===== src/rtl/eth_measurer_pkg.sv =====
// Shared types, constants and saturating/wrapping helpers for the ping-latency measurer.
package eth_measurer_pkg;

  typedef enum logic [2:0] {
    IDLE      = 3'd0,
    SEND      = 3'd1,
    WAIT_ECHO = 3'd2,
    REPORT    = 3'd3,
    HOLDOFF   = 3'd4
  } state_e;

  localparam logic [63:0] PING_ID_INVALID = 64'hFFFF_FFFF_FFFF_FFFF;
  localparam logic [31:0] CNT_MAX         = 32'hFFFF_FFFF;

  function automatic logic [31:0] sat_inc(input logic [31:0] v);
    return (v == CNT_MAX) ? v : v + 32'd1;
  endfunction

  // The receiver idles at all-ones, so that ID is skipped to keep it from ever matching.
  function automatic logic [63:0] next_ping_id(input logic [63:0] id);
    return (id == PING_ID_INVALID - 64'd1) ? 64'd0 : id + 64'd1;
  endfunction

endpackage


===== src/rtl/eth_measurer_timer.sv =====
// Launch-to-launch period timer: load clears the count and latches the limit.
module eth_measurer_timer
  import eth_measurer_pkg::*;
(
  input  logic        clk,
  input  logic        rst_n,
  input  logic        load,
  input  logic [31:0] load_val,
  output logic        elapsed
);

  logic [31:0] cnt_q, cnt_d;
  logic [31:0] lim_q, lim_d;

  always_comb begin
    cnt_d = load ? 32'd0 : sat_inc(cnt_q);
    lim_d = load ? load_val : lim_q;
  end

  always_ff @(posedge clk or negedge rst_n) begin
    if (!rst_n) begin
      cnt_q <= '0;
      lim_q <= '0;
    end else begin
      cnt_q <= cnt_d;
      lim_q <= lim_d;
    end
  end

  // Count is 0 in the launch cycle, so a launch granted now lands cnt+1 cycles after the last one.
  assign elapsed = ({1'b0, cnt_q} + 33'd1) >= {1'b0, lim_q};

endmodule


===== src/rtl/eth_measurer_ctrl.sv =====
// Ping scheduler: launches numbered pings, waits for a stable echo or timeout, reports latency.
module eth_measurer_ctrl
  import eth_measurer_pkg::*;
(
  input  logic        clk,
  input  logic        rst_n,
  input  logic        enable,
  input  logic [31:0] period,
  input  logic [31:0] timeout,
  output logic        tx_req,
  input  logic        tx_ack,
  output logic [63:0] tx_ping_id,
  input  logic [63:0] rx_ping_id,
  output logic        res_valid,
  output logic        res_lost,
  output logic [31:0] res_latency,
  output logic [63:0] res_ping_id,
  output logic [31:0] sent_count,
  output logic [31:0] lost_count,
  output logic        busy
);

  state_e      state_q, state_d;
  logic [63:0] tx_ping_id_q, tx_ping_id_d;
  logic [63:0] rx_prev_q, rx_prev_d;
  logic [31:0] lat_q, lat_d;
  logic [31:0] timeout_q, timeout_d;
  logic [31:0] sent_q, sent_d;
  logic [31:0] lost_q, lost_d;
  logic        res_valid_q, res_valid_d;
  logic        res_lost_q, res_lost_d;
  logic [31:0] res_latency_q, res_latency_d;
  logic [63:0] res_ping_id_q, res_ping_id_d;
  logic        launch;
  logic        match;
  logic        period_elapsed;

  eth_measurer_timer u_timer (
    .clk      (clk),
    .rst_n    (rst_n),
    .load     (launch),
    .load_val (period),
    .elapsed  (period_elapsed)
  );

  // Two equal consecutive samples reject a multi-bit value caught mid-update.
  assign match = (rx_ping_id == tx_ping_id_q) && (rx_prev_q == tx_ping_id_q);

  always_comb begin
    state_d       = state_q;
    tx_ping_id_d  = tx_ping_id_q;
    rx_prev_d     = rx_ping_id;
    lat_d         = lat_q;
    timeout_d     = timeout_q;
    sent_d        = sent_q;
    lost_d        = lost_q;
    res_valid_d   = 1'b0;
    res_lost_d    = res_lost_q;
    res_latency_d = res_latency_q;
    res_ping_id_d = res_ping_id_q;
    launch        = 1'b0;

    unique case (state_q)
      IDLE: begin
        if (enable) begin
          state_d = SEND;
          launch  = 1'b1;
        end
      end
      SEND: begin
        if (tx_ack) begin
          state_d = WAIT_ECHO;
          lat_d   = '0;
        end
      end
      WAIT_ECHO: begin
        lat_d = sat_inc(lat_q);
        if (match || (lat_q == timeout_q)) begin
          state_d       = REPORT;
          res_valid_d   = 1'b1;
          res_lost_d    = !match;
          res_latency_d = lat_q;
          res_ping_id_d = tx_ping_id_q;
          if (!match) lost_d = sat_inc(lost_q);
        end
      end
      REPORT: begin
        state_d      = HOLDOFF;
        tx_ping_id_d = next_ping_id(tx_ping_id_q);
      end
      HOLDOFF: begin
        if (!enable) begin
          state_d = IDLE;
        end else if (period_elapsed) begin
          state_d = SEND;
          launch  = 1'b1;
        end
      end
      default: state_d = IDLE;
    endcase

    // Launch is registered on the edge that enters SEND.
    if (launch) begin
      timeout_d = timeout;
      sent_d    = sat_inc(sent_q);
    end
  end

  always_ff @(posedge clk or negedge rst_n) begin
    if (!rst_n) begin
      state_q       <= IDLE;
      tx_ping_id_q  <= '0;
      rx_prev_q     <= PING_ID_INVALID;
      lat_q         <= '0;
      timeout_q     <= '0;
      sent_q        <= '0;
      lost_q        <= '0;
      res_valid_q   <= 1'b0;
      res_lost_q    <= 1'b0;
      res_latency_q <= '0;
      res_ping_id_q <= '0;
    end else begin
      state_q       <= state_d;
      tx_ping_id_q  <= tx_ping_id_d;
      rx_prev_q     <= rx_prev_d;
      lat_q         <= lat_d;
      timeout_q     <= timeout_d;
      sent_q        <= sent_d;
      lost_q        <= lost_d;
      res_valid_q   <= res_valid_d;
      res_lost_q    <= res_lost_d;
      res_latency_q <= res_latency_d;
      res_ping_id_q <= res_ping_id_d;
    end
  end

  assign tx_req      = (state_q == SEND);
  assign busy        = (state_q != IDLE);
  assign tx_ping_id  = tx_ping_id_q;
  assign res_valid   = res_valid_q;
  assign res_lost    = res_lost_q;
  assign res_latency = res_latency_q;
  assign res_ping_id = res_ping_id_q;
  assign sent_count  = sent_q;
  assign lost_count  = lost_q;

endmodule

===== config.mk =====
export PLATFORM = sky130hd
export DESIGN_NAME = eth_measurer_ctrl
export DESIGN_NICKNAME = d
export VERILOG_FILES = /design/src/rtl/eth_measurer_pkg.sv /design/src/rtl/eth_measurer_timer.sv /design/src/rtl/eth_measurer_ctrl.sv
export SDC_FILE = /design/constraint.sdc
export NUM_CORES = 1
export LEC_CHECK = 0
export BUFFER_PORTS_ARGS = -buffer_cell sky130_fd_sc_hd__buf_4
export CAP_MARGIN = 20
export CORE_MARGIN = 1.5
export CORE_UTILIZATION = 37
export DETAILED_ROUTE_END_ITERATION = 8
export HOLD_SLACK_MARGIN = 0.02
export PLACE_DENSITY = 0.69
export REMOVE_ABC_BUFFERS = 1
export SLEW_MARGIN = 0
export SYNTH_ARGS = -nofsm -noshare
export SYNTH_HDL_FRONTEND = slang
export SYNTH_SLANG_ARGS = --single-unit
export TNS_END_PERCENT = 30

===== constraint.sdc =====
create_clock -name clk -period 10.1 [get_ports clk]
set_input_delay 2.02 -clock clk [delete_from_list [all_inputs] [get_ports clk]]
set_output_delay 2.02 -clock clk [all_outputs]
set_load 0.01 [all_outputs]

; Word level (Yosys, flattened, before mapping)
; Index checks and enable logic that the tools add are counted.
[word_totals]
ff_bits = 421
inputBits = 132
[op_classes]
n_addsub = 6
order_cmp = 1
n_eq_ne = 18
mux = 18
n_bitwise = 3
reduce_logical = 11
[op_table]
columns = cell, n
row1 = $add A32 B1 Y32 const B, 4
row2 = $eq A32 B32 Y1 const B, 4
row3 = $eq A64 B64 Y1, 2
row4 = $mux W32, 4
row5 = $add A64 B1 Y64 const B, 1
row6 = $eq A64 B64 Y1 const B, 1
row7 = $mux W64, 1
row8 = $pmux W32 S2, 1
row9 = $add A32 B1 Y33 const B, 1
row10 = $ge A33 B32 Y1, 1
row11 = $eq A32 B32 Y1, 1
row12 = $mux W3, 5
row13 = $pmux W3 S5, 1
row14 = $reduce_and A4 Y1, 2
row15 = $eq A3 B2 Y1 const B, 2
row16 = $ne A2 B2 Y1 const B, 3
row17 = $mux W1, 5
row18 = $ne A2 B1 Y1 const B, 2
row19 = $reduce_and A2 Y1, 2
row20 = $eq A3 B1 Y1 const B, 1
row21 = $eq A3 B3 Y1 const B, 1
row22 = $logic_not A3 Y1, 1
row23 = $ne A3 B3 Y1 const B, 1
row24 = $not A1 Y1, 3
row25 = 7 further kinds, 7

; Depth between registers and ports, before layout
; Gate-level depths: netlist of run 1.
[depth]
depth_word = 6
depth_mapped = 19

; By module
; A second synthesis of run 1 with hierarchy kept.
[unflattened]
hier_cells = 1934
area_unflattened_um2 = 20303.2
[modules_own_cells]
columns = mod, n_inst, cells_per_inst, area_per_inst_um2, seq_area_each_um2
row1 = eth_measurer_ctrl, 1, 1517, 16633.5, 9013.6
row2 = eth_measurer_timer, 1, 417, 3669.8, 1601.5

; Least setup slack after synthesis of run 1
; No wires, ideal clock.
[synth_path]
kind = input to register
from = input rx_ping_id[59]
to = register res_latency_q[0] (netlist: res_latency[0])
t_arrival_ps = 3997
required_ps = 9975
slack_ps = 5978
cell_stages = 8
path_cell_list = or3_1 a2111oi_0 nand4_1 nor3_2 a21oi_1 buf_4 buf_6 mux2_4
[synth_between]
elab_chain_len = 4
[synth_lines]
columns = item, line
row1 = start: declaration, eth_measurer_ctrl.sv:13  ; input logic [63:0] rx_ping_id,
row2 = $eq A64 B64 Y1, eth_measurer_ctrl.sv:47  ; assign match = (rx_ping_id == tx_ping_id_q) && (rx_prev_q == tx_ping_id_q);
row3 = $logic_and A1 B1 Y1, eth_measurer_ctrl.sv:47
row4 = $logic_or A1 B1 Y1, eth_measurer_ctrl.sv:78  ; if (match || (lat_q == timeout_q)) begin
row5 = $reduce_and A2 Y1 (no source line), n/a
row6 = end signal: assignment, eth_measurer_ctrl.sv:132  ; res_latency_q <= res_latency_d;
row7 = end: declaration, eth_measurer_ctrl.sv:32  ; logic [31:0] res_latency_q, res_latency_d;
; Every way passes these cells.
; A chain may end at the register's enable or synchronous reset.

; Worst setup path in the final report of run 1
[layout_path]
from = register u_timer.cnt_q[9]
to = register u_timer.lim_q[0]
[layout_between]
elab_chain_len = 5
[layout_lines]
columns = item, line
row1 = start: declaration, eth_measurer_timer.sv:12  ; logic [31:0] cnt_q, cnt_d;
row2 = start signal: assignment, eth_measurer_timer.sv:25  ; cnt_q <= cnt_d;
row3 = $add A32 B1 Y33, eth_measurer_timer.sv:31  ; assign elapsed = ({1'b0, cnt_q} + 33'd1) >= {1'b0, lim_q};
row4 = $ge A33 B32 Y1, eth_measurer_timer.sv:31
row5 = $mux W1, eth_measurer_ctrl.sv:94  ; end else if (period_elapsed) begin
row6 = $mux W1, eth_measurer_ctrl.sv:92  ; if (!enable) begin
row7 = $pmux W1 S2, eth_measurer_ctrl.sv:63  ; unique case (state_q)
row8 = end signal: assignment, eth_measurer_timer.sv:26  ; lim_q <= lim_d;
row9 = end: declaration, eth_measurer_timer.sv:13  ; logic [31:0] lim_q, lim_d;
; Every way passes these cells.

==> out/metrics.yaml, run 1 <==
pwr:
  total_leakage_power_nw: 11.9
  p_clk_frac: 0.393
  swShare: 0.290
  power.density_nw_per_um2: 184
  internal-power_w: 0.00330
  switching_power_w: 0.00135
  seqPwrFrac: 0.433
  pwr-share-comb: 0.175
  ir_drop_uv: 153
placed_design:
  hpwl_um: 40700
  io_buffers: 359
  place_area_um2: 23500
  routabilityCongestion: 0.868
  pre_cts_slack_ps: 5040
synthesis:
  synth_edf_count: 0
  synth_top_area_share: 0.441
  postSynth.asyncResetShare: 1.00
  synth_top_family_by_area: "simple AND/OR/NAND/NOR gates"
  ys_types: 71
  avgSynthCellArea_um2: 10.7
  synth_seq_area_share: 0.524
  synth-compound-area-share: 0.0422
  ys_seq_elements: 421
  synth-xor-area-share: 0.132
  netlist_instances: 1900
  synth_top_flop_cell: "dfrtp_1"
  yosysWarnings: 0
  yosysTopAreaCell: "dfrtp_1"
  synthAdderAreaFrac: 0.0235
  synth_area_leaders: "dfrtp_1 44%, xnor2_1 9.2%, dfstp_2 8.3%, nand2_1 4.3%, xor2_1 3.9%"
  synthSimpleGateAreaFrac: 0.176
  syn_area_um2: 20300
  muxShareOfSynthArea: 0.0649
detailed_routing:
  drtIter0Drc: 1042
  drc: 0
  wire_per_inst_um: 18.9
  viasPerCell: 5.16
  wl_um: 55900
  vias: 15300
  drtPass1Iterations: 7
  antenna_left: 0
final_layout:
  utilization: 0.467
  postLayoutCellArea_um2: 25200
  area_growth_syn_to_layout_pct: 24.4
  layout-drive-gt1-share: 0.285
  diodes: 0
  fillers: 4940
  fin_nets: 2396
critical_path:
  reg2reg_depth: 14
  crit_chain: "and4_1 > nand4_1 > nor3_1 > nand4_1 > xor2_1 > inv_1 > ha_1 > nand4_1 > nor3_1 > nand4_1 > o211ai_1 > a22o_4 > buf_4 > mux2_2"
  crit_top_cell: "nand4_1"
  critPathMaxStageDelay_ps: 710
  rr_startpoint: "u_timer.cnt_q[9]"
  endpoint_kind: "register"
  path_buf_inv: 2
  critPathTopFamily: "simple AND/OR/NAND/NOR gates"
  slowest_stage: "buf_4"
  worstPathArrival_ps: 5500
  cp_max_fo: 95
  reg2reg_slack_ps: 5060
  start_kind: "register"
  worstReg2RegEnd: "u_timer.lim_q[0]"
  critPathKind: "reg -> reg"
  cp.required_ps: 10560
clocking:
  cts_resized: 0
  cts_sinks: 421
  post_cts.repair.setup_buffers: 0
  holdBufCountCts: 0
  cts_tree: "yes"
  clkLatencyLatePin_ps: 580
  clkTransAtPathRegs_ps: 60
  cts_buffer_depth: 3
  cts.htree.levels: 2
  cts_buffers: 48
  ctsRootBufferMaster: "clkbuf_16"
global_routing:
  grt_pass1_vias: 15400
  grt_usage: 0.198
  grt_pass1_wl_um: 88300
  grt_max_degree: 96
  antenna_found_initial: 0
  overflow: 0
min_path:
  hold_path.startpoint: "lost_count[28]"
  min-delay-path-class: "reg -> reg"
  whs_path_depth: 1
  hold_end: "lost_count[28]"
status:
  status: "completed"
die:
  row_count: 85
  die_x_um: 237
  die-area_um2: 56200
  io_pins: 360
  core_area_um2: 54000
  die_y_um: 237
  floorplan.initialDensity: 0.375
timing:
  relSlewSlack: 0.352
  worst_pin_slew_ps: 971
  fin_crit_ps: 5040
  fin_ws_ps: 5060
  fin_tns_setup_ps: 0
  fin_crit_sh: 0.499
  finalHoldViolCount: 0
  finalClockSkew_ps: 36.8
  setup_viol: 0
  fmax_mhz: 199
  rsz0062_at_grt: "false"
  fin_hold_ws_ps: 496
  finalMaxSlewViolations: 0
job:
  cap_violations: 0
[kinds of logic (layout without fill, tap and decap cells)]
logic type	Yosys count	after routing
buffers and inverters	179	542
flip-flops	421	421
AO/OA/AOI/OAI	146	146
adder cells (fa/ha/maj)	38	38
XOR/XNOR	305	305
AND/OR/NAND/NOR	707	707
multiplexers	104	104
[layout by cell type (no fill, tap or decap), drive strengths merged, types with 4 or more instances in the layout]
cell / netlist / routed
clkbuf: 56 / 66
xnor2: 214 / 214
nor4: 17 / 17
clkinv: 0 / 9
dfrtp: 357 / 357
nor3: 39 / 39
nand4: 92 / 92
dfstp: 64 / 64
nand3: 79 / 79
bufinv: 0 / 7
and3: 34 / 34
buf: 41 / 373
nand2: 233 / 233
a21o: 6 / 6
o31ai: 5 / 5
clkinvlp: 0 / 4
a21oi: 57 / 57
and2: 10 / 10
mux2i: 4 / 4
o21ai: 52 / 52
o21a: 4 / 4
inv: 82 / 83
and4: 18 / 18
nor2: 131 / 131
xor2: 91 / 91
or2: 11 / 11
mux2: 100 / 100
ha: 38 / 38
or3: 22 / 22
[per-layer routing]
layer,GRT usage,share of wire,wire [µm]
met5,0,0,0
met4,0.0633,0.027,1500
met3,0.0305,0.046,2570
met2,0.316,0.47,26400
met1,0.278,0.45,25400
[worst reg2reg max path, delay by kind of cell (launching register included)]
kind	cells	cell delay, ps
flip-flops	1	410
buffers and inverters	2	790
AO/OA/AOI/OAI	2	800
adder cells (fa/ha/maj)	1	300
AND/OR/NAND/NOR	7	1930
multiplexers	1	450
XOR/XNOR	1	240
[area by class of cell]
type | instances | area (µm²) | area share
clock buffers | 66 | 1350 | 0.0535
inverters | 82 | 308 | 0.0122
clock inverters | 21 | 313 | 0.0124
repair buffers | 373 | 2850 | 0.113
multi-input cells | 1300 | 8910 | 0.354
flip-flops and latches | 421 | 10600 | 0.421
well taps | 696 | 871 | 0.0345
[worst max-delay path by stage]
stage	from	endpoint	depth (start not counted)
final	u_timer.cnt_q[9]	u_timer.lim_q[0]	14
after detailed placement	rx_ping_id[20]	lost_count[1]	8
after global placement	rx_ping_id[20]	lost_count[1]	8
after global routing	u_timer.cnt_q[9]	u_timer.lim_q[0]	16
after floorplan	rx_ping_id[14]	res_latency[31]	7
after CTS	u_timer.cnt_q[9]	u_timer.lim_q[0]	15
[stage by stage]
stage,total power [W],cells
after CTS,0.00470,2957
after global placement,0.00281,2870
after floorplan,0.00252,1803
after detailed placement,0.00285,2870
after global routing,0.00490,2959
final,0.00465,2959
[cell usage after synthesis, drive strengths merged (3+ instances only)]
cell      n
nor4     17
nand3    79
inv      82
xor2     91
mux2    100
a21oi    57
nor3     39
dfstp    64
mux2i     4
nand2   233
or2      11
or4       3
o21ai    52
o31ai     5
and2     10
ha       38
clkbuf   56
or3      22
a221oi    3
nor4b     3
and4     18
xnor2   214
o21a      4
and3     34
nor3b     3
buf      41
a21o      6
nor2    131
a211oi    3
nand3b    3
nand4    92
dfrtp   357
[flip-flops by register name (all words and copies together) (netlist names), 32 cells and up]
register / count
rx_prev_q: 64
lost_count: 32
u_timer.lim_q: 32
sent_count: 32
lat_q: 32
tx_ping_id: 64
res_ping_id: 64
res_latency: 32
u_timer.cnt_q: 32
timeout_q: 32
[power by group through the flow]
| stage | clock (W) | combinational (W) | sequential (W) |
|---|---|---|---|
| final | 0.00183 | 0.000813 | 0.00201 |
| after global routing | 0.00195 | 0.000923 | 0.00203 |
| after CTS | 0.00187 | 0.000813 | 0.00201 |
| after detailed placement | 0 | 0.000806 | 0.00204 |
| after global placement | 0 | 0.000780 | 0.00203 |
| after floorplan | 0 | 0.000512 | 0.00200 |
No activity file was read; power rests on OpenSTA's default activity.
==> run 2, diff against run 1 <==
==> constraint.sdc (replaced) <==
create_clock -name clk -period 4.7 [get_ports clk]
set_input_delay 0.94 -clock clk [delete_from_list [all_inputs] [get_ports clk]]
set_output_delay 0.94 -clock clk [all_outputs]
set_load 0.01 [all_outputs]
==> out/metrics.yaml, run 2 (synthesized netlist as in run 1, its figures left out) <==
status:
  status: "completed"  # unchanged
detailed_routing:
  drtIter0Drc: 969  # was 1042
  wl_um: 56600  # was 55900 µm
  vias: 15400  # was 15300
  drc: 0  # unchanged
  viasPerCell: 5.18  # was 5.16
  wire_per_inst_um: 19.1  # was 18.9 µm
  antenna_left: 0  # unchanged
  drtPass1Iterations: 6  # was 7
die:
  die_y_um: 237  # unchanged
  floorplan.initialDensity: 0.375  # unchanged
  die-area_um2: 56200  # unchanged
  die_x_um: 237  # unchanged
  core_area_um2: 54000  # unchanged
  row_count: 85  # unchanged
  io_pins: 360  # unchanged
clocking:
  ctsRootBufferMaster: "clkbuf_16"  # unchanged
  cts_sinks: 421  # unchanged
  holdBufCountCts: 0  # unchanged
  cts_buffers: 48  # unchanged
  cts_buffer_depth: 3  # unchanged
  cts_tree: "yes"  # unchanged
  clkLatencyLatePin_ps: 600  # was 580 ps
  cts_resized: 0  # unchanged
  post_cts.repair.setup_buffers: 0  # unchanged
  clkTransAtPathRegs_ps: 60  # about the same
  cts.htree.levels: 2  # unchanged
placed_design:
  hpwl_um: 41400  # was 40700 µm
  place_area_um2: 23600  # was 23500 µm²
  pre_cts_slack_ps: 231  # was 5040 ps
  routabilityCongestion: 0.899  # was 0.868
  io_buffers: 359  # unchanged
timing:
  finalMaxSlewViolations: 0  # unchanged
  fin_hold_ws_ps: 355  # was 496 ps
  rsz0062_at_grt: "true"  # was false
  relSlewSlack: 0.431  # was 0.352
  worst_pin_slew_ps: 852  # was 971 ps
  fin_crit_ps: 4390  # was 5040 ps
  finalHoldViolCount: 0  # unchanged
  setup_viol: 0  # unchanged
  finalClockSkew_ps: 43.6  # was 36.8 ps
  fin_ws_ps: 314  # was 5060 ps
  fmax_mhz: 228  # was 199 MHz
  fin_crit_sh: 0.933  # was 0.499
critical_path:
  cp.required_ps: 5160  # was 10560 ps
  reg2reg_slack_ps: 310  # was 5060 ps
  cp_max_fo: 9  # was 95
  rr_startpoint: "u_timer.cnt_q[0]"  # was u_timer.cnt_q[9]
  crit_chain: "ha_1 > nand3_1 > nor3_2 > and3_1 > inv_1 > or3_1 > xnor2_1 > ha_1 > nand2_1 > nor3_1 > nand4_1 > o2111ai_1 > a22oi_2 > nor2_2 > mux2_2"  # was and4_1 > nand4_1 > nor3_1 > nand4_1 > xor2_1 > inv_1 > ha_1 > nand4_1 > nor3_1 > nand4_1 > o211ai_1 > a22o_4 > buf_4 > mux2_2
  critPathMaxStageDelay_ps: 440  # was 710 ps
  crit_top_cell: "ha_1"  # was nand4_1
  slowest_stage: "nor2_2"  # was buf_4
  endpoint_kind: "register"  # unchanged
  worstReg2RegEnd: "sent_count[1]"  # was u_timer.lim_q[0]
  critPathKind: "reg -> reg"  # unchanged
  reg2reg_depth: 15  # was 14
  start_kind: "register"  # unchanged
  worstPathArrival_ps: 4850  # was 5500 ps
global_routing:
  overflow: 0  # unchanged
  antenna_found_initial: 2  # was 0
  grt_usage: 0.200  # was 0.198
  grt_pass1_wl_um: 88700  # was 88300 µm
  grt_max_degree: 111  # was 96
  grt_pass1_vias: 15500  # was 15400
final_layout:
  fin_nets: 2401  # was 2396
  regArea_um2: 10600  # unchanged
  fillers: 4982  # was 4940
  final_common_cell: "buf_4"  # unchanged
  utilization: 0.468  # was 0.467
  layout-drive-gt1-share: 0.289  # was 0.285
  postLayoutCellArea_um2: 25300  # was 25200 µm²
  multi_input_area_um2: 8920  # was 8910 µm²
  area_growth_syn_to_layout_pct: 24.8  # was 24.4%
  final_cell_mix: "371 x buf_4, 357 x dfrtp_1, 233 x nand2_1"  # was 370 x buf_4, 357 x dfrtp_1, 233 x nand2_1
pwr:
  ir_drop_uv: 278  # was 153 µV
  total_leakage_power_nw: 12.0  # was 11.9 nW
  power.density_nw_per_um2: 396  # was 184 nW/µm²
  p_total_w: 0.0100  # was 0.00465 W
min_path:
  min-delay-path-class: "in -> async"  # was reg -> reg
job:
  cap_violations: 0  # unchanged
run 2: worst max path at each step:
stage | start | cells past startpoint | endpoint
after floorplan | rx_ping_id[14] | 7 | res_latency[31]
after global placement | u_timer.cnt_q[0] | 16 | sent_count[12]
after detailed placement | u_timer.cnt_q[0] | 16 | sent_count[16]
after CTS | u_timer.cnt_q[0] | 16 | sent_count[16]
after global routing | u_timer.cnt_q[0] | 16 | sent_count[17]
final | u_timer.cnt_q[0] | 15 | sent_count[1]
run 2: critical path, delay by kind of cell (launching register included):
kind            cells  cell delay, ps
flops               1             420
compound gates      2             450
mux                 1             380
simple gates        8            2290
xor+xnor            1             150
buf+inv             1              70
fa+ha+maj           2             480
run 2: layout make-up:
cell class                      instances  area share
Timing Repair Buffer                  378       0.115
Multi-Input combinational cell       1300       0.353
Inverter                               82      0.0122
Antenna cell                            1   0.0000989
Tap cell                              696      0.0344
Clock buffer                           69      0.0558
Sequential cell                       421       0.420
Clock inverter                         20     0.00989
run 2: report_power, final:
group / internal [W] / switching, W
sequential: 0.00402 / 0.000307
clock: 0.00232 / 0.00159
combinational: 0.000708 / 0.00108
run 2: stage by stage:
| stage | std cells | setup TNS (ps) |
|---|---|---|
| after floorplan | 1803 | -377780 |
| after global placement | 2877 | 0 |
| after detailed placement | 2877 | 0 |
| after CTS | 2966 | 0 |
| after global routing | 2967 | -350 |
| final | 2967 | 0 |
run 2: routing by layer:
layer	track usage	vias to the layer above	routed length, µm
met5	0	-	12
met4	0.0681	2	1500
met3	0.0305	99	2800
met2	0.315	440	26600
li1	-	7116	-
met1	0.280	7698	25700
==> run 3, diff against run 2 <==
==> constraint.sdc (replaced) <==
create_clock -name clk -period 4.8 [get_ports clk]
set_input_delay 0.96 -clock clk [delete_from_list [all_inputs] [get_ports clk]]
set_output_delay 0.96 -clock clk [all_outputs]
set_load 0.01 [all_outputs]
==> out/metrics.yaml, run 3 (synthesized netlist as in run 1, its figures left out) <==
status:
  status: "completed"  # unchanged
clocking:
  cts_tree: "yes"  # unchanged
  cts_sinks: 421  # unchanged
  holdBufCountCts: 0  # unchanged
  clkLatencyLatePin_ps: 600  # about the same
  ctsRootBufferMaster: "clkbuf_16"  # unchanged
  clkTransAtPathRegs_ps: 60  # about the same
  cts_buffers: 48  # unchanged
  cts.htree.levels: 2  # unchanged
  cts_buffer_depth: 3  # unchanged
die:
  die-area_um2: 56200  # unchanged
  io_pins: 360  # unchanged
  die_y_um: 237  # unchanged
  die_x_um: 237  # unchanged
  floorplan.initialDensity: 0.375  # unchanged
  core_area_um2: 54000  # unchanged
  row_count: 85  # unchanged
pwr:
  total_leakage_power_nw: 11.9  # was 12.0 nW
  power.density_nw_per_um2: 389  # was 396 nW/µm²
  ir_drop_uv: 329  # was 278 µV
  p_total_w: 0.00985  # was 0.0100 W
timing:
  fin_crit_ps: 4460  # was 4390 ps
  finalMaxSlewViolations: 0  # unchanged
  fin_hold_ws_ps: 421  # was 355 ps
  rsz0062_at_grt: "false"  # was true
  relSlewSlack: 0.388  # was 0.431
  worst_pin_slew_ps: 907  # was 852 ps
  fmax_mhz: 224  # was 228 MHz
  finalClockSkew_ps: 40.0  # was 43.6 ps
  setup_viol: 0  # unchanged
  fin_crit_sh: 0.929  # was 0.933
  finalHoldViolCount: 0  # unchanged
  fin_ws_ps: 340  # was 314 ps
final_layout:
  area_growth_syn_to_layout_pct: 24.8  # about the same
  layout-drive-gt1-share: 0.289  # about the same
  final_cell_mix: "370 x buf_4, 357 x dfrtp_1, 233 x nand2_1"  # was 371 x buf_4, 357 x dfrtp_1, 233 x nand2_1
  utilization: 0.468  # about the same
  regArea_um2: 10600  # unchanged
  finalNonFillerCells: 2965  # was 2967
  fin_nets: 2399  # was 2401
  multi_input_area_um2: 8930  # was 8920 µm²
  fillers: 4951  # was 4982
  diodes: 0  # was 1
  final_common_cell: "buf_4"  # unchanged
detailed_routing:
  vias: 15400  # about the same
  drtIter0Drc: 843  # was 969
  drc: 0  # unchanged
  wl_um: 56300  # was 56600 µm
  viasPerCell: 5.18  # about the same
  antenna_left: 0  # unchanged
  drtPass1Iterations: 5  # was 6
  wire_per_inst_um: 19.0  # was 19.1 µm
global_routing:
  grt_pass1_wl_um: 88000  # was 88700 µm
  use_met2: 0.315  # about the same
  grt_busiest_layer: "met2"  # unchanged
  use_met1: 0.272  # was 0.280
  grt_max_degree: 104  # was 111
  grt_use_met3: 0.0415  # was 0.0305
  grt_usage: 0.198  # was 0.200
  overflow: 0  # unchanged
  antenna_found_initial: 2  # unchanged
  grt_pass1_vias: 15400  # was 15500
critical_path:
  cp.required_ps: 5270  # was 5160 ps
  endpoint_kind: "register"  # unchanged
  start_kind: "register"  # unchanged
  crit_chain: "ha_1 > nand3_1 > nor3_2 > and3_1 > inv_1 > or3_1 > xnor2_1 > ha_1 > nand2_1 > nor3_1 > nand4_1 > o2111ai_1 > a22oi_2 > nor4_4 > nand4_1 > xnor2_1"  # was ha_1 > nand3_1 > nor3_2 > and3_1 > inv_1 > or3_1 > xnor2_1 > ha_1 > nand2_1 > nor3_1 > nand4_1 > o2111ai_1 > a22oi_2 > nor2_2 > mux2_2
  path_buf_inv: 1  # unchanged
  critPathTopFamily: "simple AND/OR/NAND/NOR gates"  # unchanged
  cp_max_fo: 6  # was 9
  critPathMaxStageDelay_ps: 510  # was 440 ps
  worstPathArrival_ps: 4930  # was 4850 ps
  slowest_stage: "nor4_4"  # was nor2_2
  critPathKind: "reg -> reg"  # unchanged
placed_design:
  io_buffers: 359  # unchanged
  pre_cts_slack_ps: 394  # was 231 ps
  routabilityCongestion: 0.907  # was 0.899
  hpwl_um: 41100  # was 41400 µm
  place_inst: 2875  # was 2877
job:
  cap_violations: 0  # unchanged
min_path:
  min-delay-path-class: "in -> async"  # unchanged
[run 3: changes by cell type in the layout (fill, tap and decap cells not counted), moves of 2 or more]
| cell | before | now |
|---|---|---|
| clkbuf_8 | 13 | 6 |
| clkinvlp_4 | 1 | 4 |
| bufinv_16 | 4 | 6 |
| clkbuf_1 | 8 | 10 |
| inv_6 | 1 | 3 |
[run 3: per-layer routing]
layer | up-vias | share of wire
met2 | 431 | 0.47
met5 | - | 0.00021
met1 | 7732 | 0.45
met4 | 2 | 0.026
li1 | 7102 | -
met3 | 100 | 0.062
[run 3: area by class of cell]
class | instances | share of cell area
timing repair buffer | 376 | 0.114
tap | 696 | 0.0344
sequential | 421 | 0.420
multi-input combinational | 1300 | 0.353
clock inverter | 25 | 0.0132
inverter | 82 | 0.0122
clock buffer | 65 | 0.0532
[run 3: power by group]
part           total, W  leakage [nW]  internal, W  switching (W)
sequential      0.00423          5.43      0.00393       0.000300
clock           0.00388         0.817      0.00232        0.00157
combinational   0.00173          5.69     0.000686        0.00104
total           0.00985          11.9      0.00694        0.00291
[run 3: worst reg2reg max path: stages, from the launching register on]
cell and delay, ps:
dfrtp_1 420, ha_1 210, nand3_1 220, nor3_2 390
and3_1 350, inv_1 80, or3_1 430, xnor2_1 160
ha_1 280, nand2_1 70, nor3_1 300, nand4_1 140
o2111ai_1 180, a22oi_2 270, nor4_4 510, nand4_1 180
xnor2_1 160
[run 3: per-stage QoR]
stage / instance area [µm²] / TNS [ps]
2_1_floorplan: 19800 / -360200
4_1_cts: 25300 / 0
6_report: 25300 / 0
3_5_place_dp: 23600 / 0
3_3_place_gp: 23600 / 0
5_1_grt: 25300 / 0
[run 3: worst paths after layout]
kind	start	end	slack [ps]	cells after the start
max	u_timer.cnt_q[0]	sent_count[23]	340	16
min	rst_n	res_ping_id[1]	420	1
max reg2reg	u_timer.cnt_q[0]	sent_count[23]	340	16
min reg2reg	lost_count[10]	lost_count[10]	490	1
max in group asynchronous	rst_n	res_latency[15]	3110	2
min in group clk	rx_ping_id[46]	rx_prev_q[46]	480	1
[run 3: what timing repair did]
action                     4_1_cts  5_1_grt
setup endpoints to repair        0        8
buffers inserted                 0        0
gates resized for setup          0        3
